`config.mk`:
```
export PLATFORM = sky130hd
export DESIGN_NAME = ifetch_queue_flat
export DESIGN_NICKNAME = d
export VERILOG_FILES = /design/src/rtl/ifetch_queue_if.sv /design/src/rtl/ifetch_queue.sv /design/src/flat_wrapper.sv
export SDC_FILE = /design/constraint.sdc
export NUM_CORES = 1
export LEC_CHECK = 0
export ABC_AREA = 1
export CORE_UTILIZATION = 45
export CTS_CLUSTER_DIAMETER = 120
export CTS_CLUSTER_SIZE = 16
export DETAILED_ROUTE_END_ITERATION = 16
export GPL_ROUTABILITY_DRIVEN = 1
export PLACE_DENSITY_LB_ADDON = 0.1
export SLEW_MARGIN = 20
export SYNTH_ARGS = -nofsm -noshare
export SYNTH_HDL_FRONTEND = slang
export SYNTH_SLANG_ARGS = --single-unit
```
`constraint.sdc`:
```
create_clock -name clk -period 9.35 [get_ports clk]
set_input_delay 1.87 -clock clk [delete_from_list [all_inputs] [get_ports clk]]
set_output_delay 1.87 -clock clk [all_outputs]
set_load 0.01 [all_outputs]
```
`src/rtl/ifetch_queue_if.sv`:
```
// Fetch-queue bus: instruction-memory request/response, decode-side instruction stream, redirect.
// Every valid/ready pair transfers on a clock edge where both are high; valid never waits on ready.
interface ifetch_queue_if;
  logic        imem_req_valid;
  logic        imem_req_ready;
  logic [63:0] imem_addr;
  logic        imem_rsp_valid;
  logic [31:0] imem_rsp_data;
  logic        inst_valid;
  logic        inst_ready;
  logic [31:0] inst;
  logic [63:0] inst_pc;
  logic        redirect_valid;
  logic [63:0] redirect_pc;

  modport master (
    output imem_req_valid, imem_addr, inst_valid, inst, inst_pc,
    input  imem_req_ready, imem_rsp_valid, imem_rsp_data, inst_ready,
           redirect_valid, redirect_pc
  );

  modport slave (
    input  imem_req_valid, imem_addr, inst_valid, inst, inst_pc,
    output imem_req_ready, imem_rsp_valid, imem_rsp_data, inst_ready,
           redirect_valid, redirect_pc
  );
endinterface

```
`src/rtl/ifetch_queue.sv`:
```
// Instruction fetch queue: sequential PC issue under a DEPTH credit limit, in-order response FIFO,
// redirect flush with stale-response dropping. Optional same-cycle response bypass: IFETCH_BYPASS_EN.
module ifetch_queue #(
  parameter int          DEPTH   = 4,
  parameter logic [63:0] PC_INIT = 64'h0
) (
  input  logic           clk,
  input  logic           rst,
  ifetch_queue_if.master bus
);
  localparam int PTR_W = $clog2(DEPTH);
  localparam int CNT_W = PTR_W + 1;
  localparam logic [CNT_W-1:0] DEPTH_CNT = CNT_W'(DEPTH);
  localparam logic [CNT_W:0]   DEPTH_OCC = (CNT_W + 1)'(DEPTH);

  logic [31:0]      buf_data [DEPTH];
  logic [63:0]      buf_pc   [DEPTH];
  logic [PTR_W-1:0] wr_ptr;
  logic [PTR_W-1:0] rd_ptr;
  logic [CNT_W-1:0] count;
  logic [CNT_W-1:0] inflight;
  logic [CNT_W-1:0] drop;
  logic [63:0]      fetch_pc;
  logic [63:0]      rsp_pc;

  logic [CNT_W-1:0] inflight_live;
  logic [CNT_W:0]   occupancy;
  logic [CNT_W-1:0] rsp_dec;
  logic [63:0]      redirect_base;
  logic             fifo_empty;
  logic             fifo_full;
  logic             req_fire;
  logic             rsp_live;
  logic             rsp_drop;
  logic             bypass;
  logic             push;
  logic             pop;

  // Credits cover both buffered words and live in-flight fetches, so the FIFO can never overflow.
  assign inflight_live = inflight - drop;
  assign occupancy     = {1'b0, count} + {1'b0, inflight_live};
  assign fifo_empty    = (count == '0);
  assign fifo_full     = (count == DEPTH_CNT);
  assign rsp_dec       = CNT_W'(bus.imem_rsp_valid);
  assign redirect_base = bus.redirect_pc & ~64'h3;

  assign bus.imem_req_valid = !rst && !bus.redirect_valid && (occupancy < DEPTH_OCC);
  assign bus.imem_addr      = fetch_pc;
  assign req_fire           = bus.imem_req_valid && bus.imem_req_ready;

  // A response landing in a redirect cycle is stale by definition and is never kept.
  assign rsp_live = !rst && bus.imem_rsp_valid && !bus.redirect_valid && (drop == '0);
  assign rsp_drop = !rst && bus.imem_rsp_valid && !bus.redirect_valid && (drop != '0);

`ifdef IFETCH_BYPASS_EN
  assign bypass      = fifo_empty && rsp_live;
  assign bus.inst    = bypass ? bus.imem_rsp_data : buf_data[rd_ptr];
  assign bus.inst_pc = bypass ? rsp_pc : buf_pc[rd_ptr];
`else
  assign bypass      = 1'b0;
  assign bus.inst    = buf_data[rd_ptr];
  assign bus.inst_pc = buf_pc[rd_ptr];
`endif

  assign bus.inst_valid = !rst && !bus.redirect_valid && (!fifo_empty || bypass);
  assign pop            = bus.inst_valid && bus.inst_ready && !fifo_empty;
  // A bypassed word consumed in the same cycle never enters the FIFO.
  assign push           = rsp_live && !(bypass && bus.inst_ready);

  always_ff @(posedge clk) begin
    if (rst) begin
      fetch_pc <= PC_INIT;
      rsp_pc   <= PC_INIT;
      wr_ptr   <= '0;
      rd_ptr   <= '0;
      count    <= '0;
      inflight <= '0;
      drop     <= '0;
    end else if (bus.redirect_valid) begin
      // Everything still outstanding after this cycle belongs to the old path.
      fetch_pc <= redirect_base;
      rsp_pc   <= redirect_base;
      wr_ptr   <= '0;
      rd_ptr   <= '0;
      count    <= '0;
      inflight <= inflight - rsp_dec;
      drop     <= inflight - rsp_dec;
    end else begin
      if (req_fire) fetch_pc <= fetch_pc + 64'd4;
      if (rsp_live) rsp_pc <= rsp_pc + 64'd4;
      if (push) wr_ptr <= wr_ptr + PTR_W'(1);
      if (pop) rd_ptr <= rd_ptr + PTR_W'(1);
      if (rsp_drop) drop <= drop - CNT_W'(1);
      inflight <= inflight + CNT_W'(req_fire) - rsp_dec;
      count    <= count + CNT_W'(push) - CNT_W'(pop);
    end
  end

  always_ff @(posedge clk) begin
    if (push) begin
      buf_data[wr_ptr] <= bus.imem_rsp_data;
      buf_pc[wr_ptr]   <= rsp_pc;
    end
  end

  a_no_overflow: assert property (@(posedge clk) disable iff (rst)
    !(push && fifo_full && !pop));
  a_rsp_has_request: assert property (@(posedge clk) disable iff (rst)
    !(bus.imem_rsp_valid && (inflight == '0)));
  a_drop_bounded: assert property (@(posedge clk) disable iff (rst)
    drop <= inflight);
endmodule
```
`src/flat_wrapper.sv`:
```
// flat-port wrapper written by rule: the top's interface ports become plain ports
module ifetch_queue_flat 
#(
  parameter int          DEPTH   = 4,
  parameter logic [63:0] PC_INIT = 64'h0
)
  (clk, rst, bus_imem_req_valid, bus_imem_addr, bus_inst_valid, bus_inst, bus_inst_pc, bus_imem_req_ready, bus_imem_rsp_valid, bus_imem_rsp_data, bus_inst_ready, bus_redirect_valid, bus_redirect_pc);
  ifetch_queue_if bus_i ();
  input  logic clk;
  input  logic rst;
  output wire logic [$bits(bus_i.imem_req_valid)-1:0] bus_imem_req_valid;
  output wire logic [$bits(bus_i.imem_addr)-1:0] bus_imem_addr;
  output wire logic [$bits(bus_i.inst_valid)-1:0] bus_inst_valid;
  output wire logic [$bits(bus_i.inst)-1:0] bus_inst;
  output wire logic [$bits(bus_i.inst_pc)-1:0] bus_inst_pc;
  input wire logic [$bits(bus_i.imem_req_ready)-1:0] bus_imem_req_ready;
  input wire logic [$bits(bus_i.imem_rsp_valid)-1:0] bus_imem_rsp_valid;
  input wire logic [$bits(bus_i.imem_rsp_data)-1:0] bus_imem_rsp_data;
  input wire logic [$bits(bus_i.inst_ready)-1:0] bus_inst_ready;
  input wire logic [$bits(bus_i.redirect_valid)-1:0] bus_redirect_valid;
  input wire logic [$bits(bus_i.redirect_pc)-1:0] bus_redirect_pc;
  assign bus_imem_req_valid = bus_i.imem_req_valid;
  assign bus_imem_addr = bus_i.imem_addr;
  assign bus_inst_valid = bus_i.inst_valid;
  assign bus_inst = bus_i.inst;
  assign bus_inst_pc = bus_i.inst_pc;
  assign bus_i.imem_req_ready = bus_imem_req_ready;
  assign bus_i.imem_rsp_valid = bus_imem_rsp_valid;
  assign bus_i.imem_rsp_data = bus_imem_rsp_data;
  assign bus_i.inst_ready = bus_inst_ready;
  assign bus_i.redirect_valid = bus_redirect_valid;
  assign bus_i.redirect_pc = bus_redirect_pc;
  ifetch_queue #(.DEPTH(DEPTH), .PC_INIT(PC_INIT)) u_core (.clk(clk), .rst(rst), .bus(bus_i));
endmodule
```
==> reports/qor.csv, run 1 <==
metric,value,unit
grt_setup_unrepaired,false,
overflow,0,
crit_buf_inv,3,
via_per_inst,5.46,
path_clk_slew,0.07,ns
grt_antenna_before_repair,4,
yosysTopAreaCell,edfxtp_1,
wl,71700,um
hold_path_class,reg -> reg,
grt_max_degree,100,
io_buffers,257,
path_delay_family,buffers and inverters,
critPathSlowestCell,nor2_4,
num_vias,19200,
antenna_left,0,
post-route-period-util,0.633,
endpoint_kind,output port,
yosysTopAreaCellShare,0.477,
p_int,3.44,mW
gp_congestion,0.923,
yosys-top-cells-count,"491 x nand2_1, 444 x nor2_1, 376 x edfxtp_1",
r2r_start,u_core.inflight[0],
drv_cap,0,
drt_pass1_iterations,5,
hpwl,48900,um
ys_seq_area_frac,0.594,
cts_resized,0,
grt_pass1_vias,18300,
grt_usage,0.266,
synth_seq_cells,515,
yosys-top-cells-area,"edfxtp_1 48%, dfxtp_1 12%, nand2_1 7.8%, nor2_1 7.0%, o21ai_0 5.6%",
status,finished clean,
final_net_count,2931,
fp.dieW,231,um
switching_power,1.07,mW
cp.depth,5,
endpoint,bus_inst_valid,
syn_inst,2604,
clockPowerShare,0.350,
hold_ws,0.459,ns
ys_warn_count,0,
root_buffer,clkbuf_16,
seq_area,0.0141,mm^2
startpoint,bus_redirect_valid,
ioPinCount,264,
drt-initial-drc-count,1495,
sw_frac_of_total,0.238,
cts_made_buffers,38,
peakVddDrop,0.108,mV
multi_input_area,0.00830,mm^2
cp_slowest_stage_delay,0.64,ns
grt_pass1_wl,109000,um
gr-max-usage-layer,met2,
p_leak,9.35,nW
cp_cell_sequence,"buf_2, buf_4, nor2_4, o31a_1, clkdlybuf4s50_1",
core_area,0.0516,mm^2
yosysUniqueCellTypes,45,
initial_core_util,0.459,
seq_power_share,0.571,
fin_skew,0.0304,ns
post-route-drc-count,0,
tightestPinTransition,1.09,ns
clkLatencyLatePin,0.59,ns
worst_ep_required_time,7.48,ns
cp-start-kind,input pin,
post-cts-setup-buffers,0,
setup_viol,0,
synth-main-ff-cell,edfxtp_1,
gr-usage-met3,0.0342,
die_h,231,um
finalMaxSlewViolations,0,
min_period,5.91,ns
syn_area,0.0237,mm^2
fmax,0.169,GHz
regToRegEndpoint,u_core.inflight[2],
finalSetupTns,0,ns
core.rowCount,83,
htree_levels,2,
die_area,0.0536,mm^2
max_slew_margin,0.272,
yosysMostFrequentCell,nand2_1,
p_comb_frac,0.079,
ys_async_sr_fraction,0,
drive_gt1_frac,0.0469,
regToRegSetupSlack,5.09,ns
routedWlPerCell,20.4,um
crit_type,in -> out,
critPathMaxFanout,42,
hold_violations,0,
cts.hold.buffers_added,0,
synth_edf_count,376,
syn_to_final_growth,17.8,%
syn_avg_cell_area,9.10,um^2
power.density,162,mW/mm^2
cts.sinks,515,
met1_usage,0.365,
tritoncts,built,
arrival,4.04,ns
grt_util_met2,0.437,
r2r_cells,16,
ctsLongestPathBuffers,3,
min_from,u_core.rd_ptr[1],
fill_cells,4710,
## registers in the layout, summed over array words and instances, names as in the netlist, named ones only
| signal | cells |
|---|---|
| u_core.buf_data | 128 |
| u_core.buf_pc | 248 |
| u_core.bus.imem_addr | 62 |
| u_core.count | 3 |
| u_core.drop | 3 |
| u_core.inflight | 3 |
| u_core.rd_ptr | 2 |
| u_core.rsp_pc | 62 |
| u_core.wr_ptr | 2 |
## cell families after synthesis
group / after synthesis / share of synthesized area
AND/OR/NAND/NOR: 1122 / 0.194
other: 1 / 0.000158
adder cells (fa/ha/maj): 20 / 0.0115
XOR/XNOR: 47 / 0.0174
AO/OA/AOI/OAI: 557 / 0.125
flip-flops: 515 / 0.594
buffers and inverters: 342 / 0.0572
## worst min path at each step
stage,to,slack [ns],cells after the start
3_3_place_gp,flip-flop,0.45,2
2_1_floorplan,flip-flop,0.44,2
5_1_grt,flip-flop,0.51,2
4_1_cts,flip-flop,0.46,2
3_5_place_dp,flip-flop,0.45,2
6_report,flip-flop,0.46,2
## area by class of cell
cell class              count  area share
diodes                      2    0.000179
clock buffers              63      0.0382
clock inverters             3     0.00161
inverters                 231      0.0314
multi-input cells        1750       0.297
flip-flops and latches    515       0.504
well taps                 680      0.0305
repair buffers            273      0.0962
## cells in the final DEF, fill, tap and decap left out, types with 3 or more instances in the layout
| master | count |
|---|---|
| conb_1 | 4 |
| clkbuf_16 | 39 |
| clkdlybuf4s50_1 | 255 |
| dfxtp_1 | 137 |
| nand3_1 | 114 |
| nor2_1 | 440 |
| inv_1 | 194 |
| xnor2_1 | 3 |
| ha_1 | 17 |
| o21ai_1 | 51 |
| nor2_4 | 10 |
| nand4_1 | 24 |
| or2_2 | 3 |
| o21bai_1 | 3 |
| clkbuf_1 | 24 |
| nor3_1 | 7 |
| a21oi_1 | 106 |
| fa_1 | 3 |
| edfxtp_1 | 376 |
| nor2_2 | 14 |
| buf_4 | 17 |
| and2_1 | 6 |
| o22ai_1 | 104 |
| inv_2 | 33 |
| xor2_1 | 44 |
| nand3b_1 | 3 |
| o21ai_0 | 265 |
| nand2_1 | 491 |
| a31oi_1 | 21 |
## power groups by stage
stage               Combinational, mW  Clock [mW]  Sequential [mW]
global placement                0.349           0             2.63
detailed placement              0.354           0             2.63
CTS                             0.357        1.62             2.58
finish                          0.356        1.58             2.58
floorplan                       0.181           0             2.61
global route                    0.391        1.70             2.59
## per-stage QoR
| stage | util | setup WS (ns) | total power [mW] | instance area (um^2) | cells |
|---|---|---|---|---|---|
| after floorplan | - | 2.31 | 2.79 | 23700 | 2607 |
| after detailed placement | 0.519 | 3.46 | 2.98 | 26800 | 3449 |
| after global routing | 0.541 | 3.34 | 4.67 | 27900 | 3515 |
| after global placement | 0.519 | 3.47 | 2.98 | 26800 | 3449 |
| after CTS | 0.541 | 3.45 | 4.55 | 27900 | 3515 |
| final | 0.541 | 3.44 | 4.52 | 27900 | 3517 |
## layer usage
| layer | vias up | routed length [um] |
|---|---|---|
| li1 | 9222 | - |
| met1 | 9243 | 31400 |
| met2 | 629 | 33600 |
| met3 | 112 | 4390 |
| met4 | 4 | 2240 |
| met5 | - | 26 |
## tightest hold or removal path, stage by stage, from the launching register on
cell     delay, ns
dfxtp_1       0.30
inv_1         0.06
a21oi_1       0.07
Power figures use the tool's default switching activity.
==> inputs of run 2 (changes only) <==
==> constraint.sdc (replaced) <==
create_clock -name clk -period 5.6 [get_ports clk]
set_input_delay 1.12 -clock clk [delete_from_list [all_inputs] [get_ports clk]]
set_output_delay 1.12 -clock clk [all_outputs]
set_load 0.01 [all_outputs]
==> reports/qor.csv, run 2 (synthesis gave the netlist of run 1 again) <==
metric,value,unit
clkLatencyLatePin,0.58,ns
power.density,266,mW/mm^2
min_period,4.35,ns
overflow,0,
core.rowCount,83,
worst_ep_required_time,4.48,ns
post-place-ws,1.69,ns
drv_cap,0,
hold_path_class,reg -> reg,
multi_input_area,0.00830,mm^2
routedWlPerCell,20.3,um
drive_gt1_frac,0.0528,
hpwl,49800,um
grt_pass1_wl,109000,um
ioPinCount,264,
worst_slack,1.25,ns
top_regs,"u_core.buf_pc x248, u_core.buf_data x128",
p_total,7.47,mW
peakVddDrop,0.185,mV
endpoint_kind,output port,
tritoncts,built,
path_clk_slew,0.07,ns
post-route-drc-count,0,
seq_area,0.0141,mm^2
status,finished clean,
cts.sinks,515,
io_buffers,257,
cts.hold.buffers_added,0,
post-route-period-util,0.776,
syn_to_final_growth,18.5,%
hold_ws,0.470,ns
wl,71400,um
crit_type,reg -> out,
htree_levels,2,
antenna_left,0,
fmax,0.230,GHz
largest_register_ffs,248,
final_net_count,2948,
fin_skew,0.0321,ns
via_per_inst,5.47,
hold_violations,0,
core_area,0.0516,mm^2
grt_usage,0.267,
arrival,3.23,ns
drt-initial-drc-count,1636,
gp_congestion,0.971,
initial_core_util,0.459,
p_leak,9.43,nW
final_common_cell,nand2_1,
grt_max_degree,89,
cts_made_buffers,38,
num_vias,19300,
post-cts-setup-buffers,0,
die_area,0.0536,mm^2
grt_antenna_before_repair,1,
root_buffer,clkbuf_16,
finalSetupTns,0,ns
ctsLongestPathBuffers,3,
grt_pass1_vias,18900,
insertedDiodeCount,0,
fp.dieW,231,um
fill_cells,4646,
cp-start-kind,flip-flop,
grt_setup_unrepaired,false,
final_cell_mix,"491 x nand2_1, 440 x nor2_1, 376 x edfxtp_1",
critPathMaxFanout,49,
tightestPinTransition,0.892,ns
drt_pass1_iterations,7,
cts_resized,0,
finalMaxSlewViolations,0,
stdcell_count,3523,
setup_viol,0,
placed_cells,3466,
max_slew_margin,0.405,
die_h,231,um
regMostFlops,u_core.buf_pc,
==> run 2: final cells by class <==
type | count | share of cell area
Clock inverter | 4 | 0.00178
Clock buffer | 53 | 0.0359
Multi-Input combinational cell | 1750 | 0.296
Sequential cell | 515 | 0.501
Timing Repair Buffer | 290 | 0.104
Tap cell | 680 | 0.0303
Inverter | 231 | 0.0312
==> run 2: worst paths after layout <==
path                 startpoint                       end  slack [ns]  depth (start not counted)
max                   flip-flop           bus_inst_pc[21]        1.25                          5
min            u_core.rd_ptr[1]                 flip-flop        0.47                          2
max reg2reg  u_core.inflight[0]  u_core.bus.imem_addr[20]        2.11                         15
min reg2reg    u_core.rd_ptr[1]                 flip-flop        0.47                          2
==> run 2: stage by stage <==
stage / area (um^2) / utilization
after global placement: 27000 / 0.524
after CTS: 28100 / 0.544
final: 28100 / 0.544
after detailed placement: 27000 / 0.524
after floorplan: 23700 / -
after global routing: 28100 / 0.544
==> run 2: where the power goes <==
group          total [mW]  switching [mW]  internal (mW)
clock network        2.57            1.30           1.26
logic               0.594           0.335          0.259
registers            4.31           0.136           4.17
total                7.47            1.77           5.70
==> run 2: critical path, cell delays in order, from the launching register on <==
cell and delay [ns]:
dfxtp_2 0.35, buf_4 0.49, buf_4 0.56, o21ai_0 0.18
o22ai_1 0.41, clkdlybuf4s50_1 0.63
==> run 2: per-layer routing <==
layer | GRT usage | up-vias | share of wire
met5 | 0 | - | 0
met4 | 0.104 | 0 | 0.038
met3 | 0.0365 | 128 | 0.057
met2 | 0.437 | 625 | 0.47
met1 | 0.358 | 9256 | 0.44
li1 | - | 9270 | -
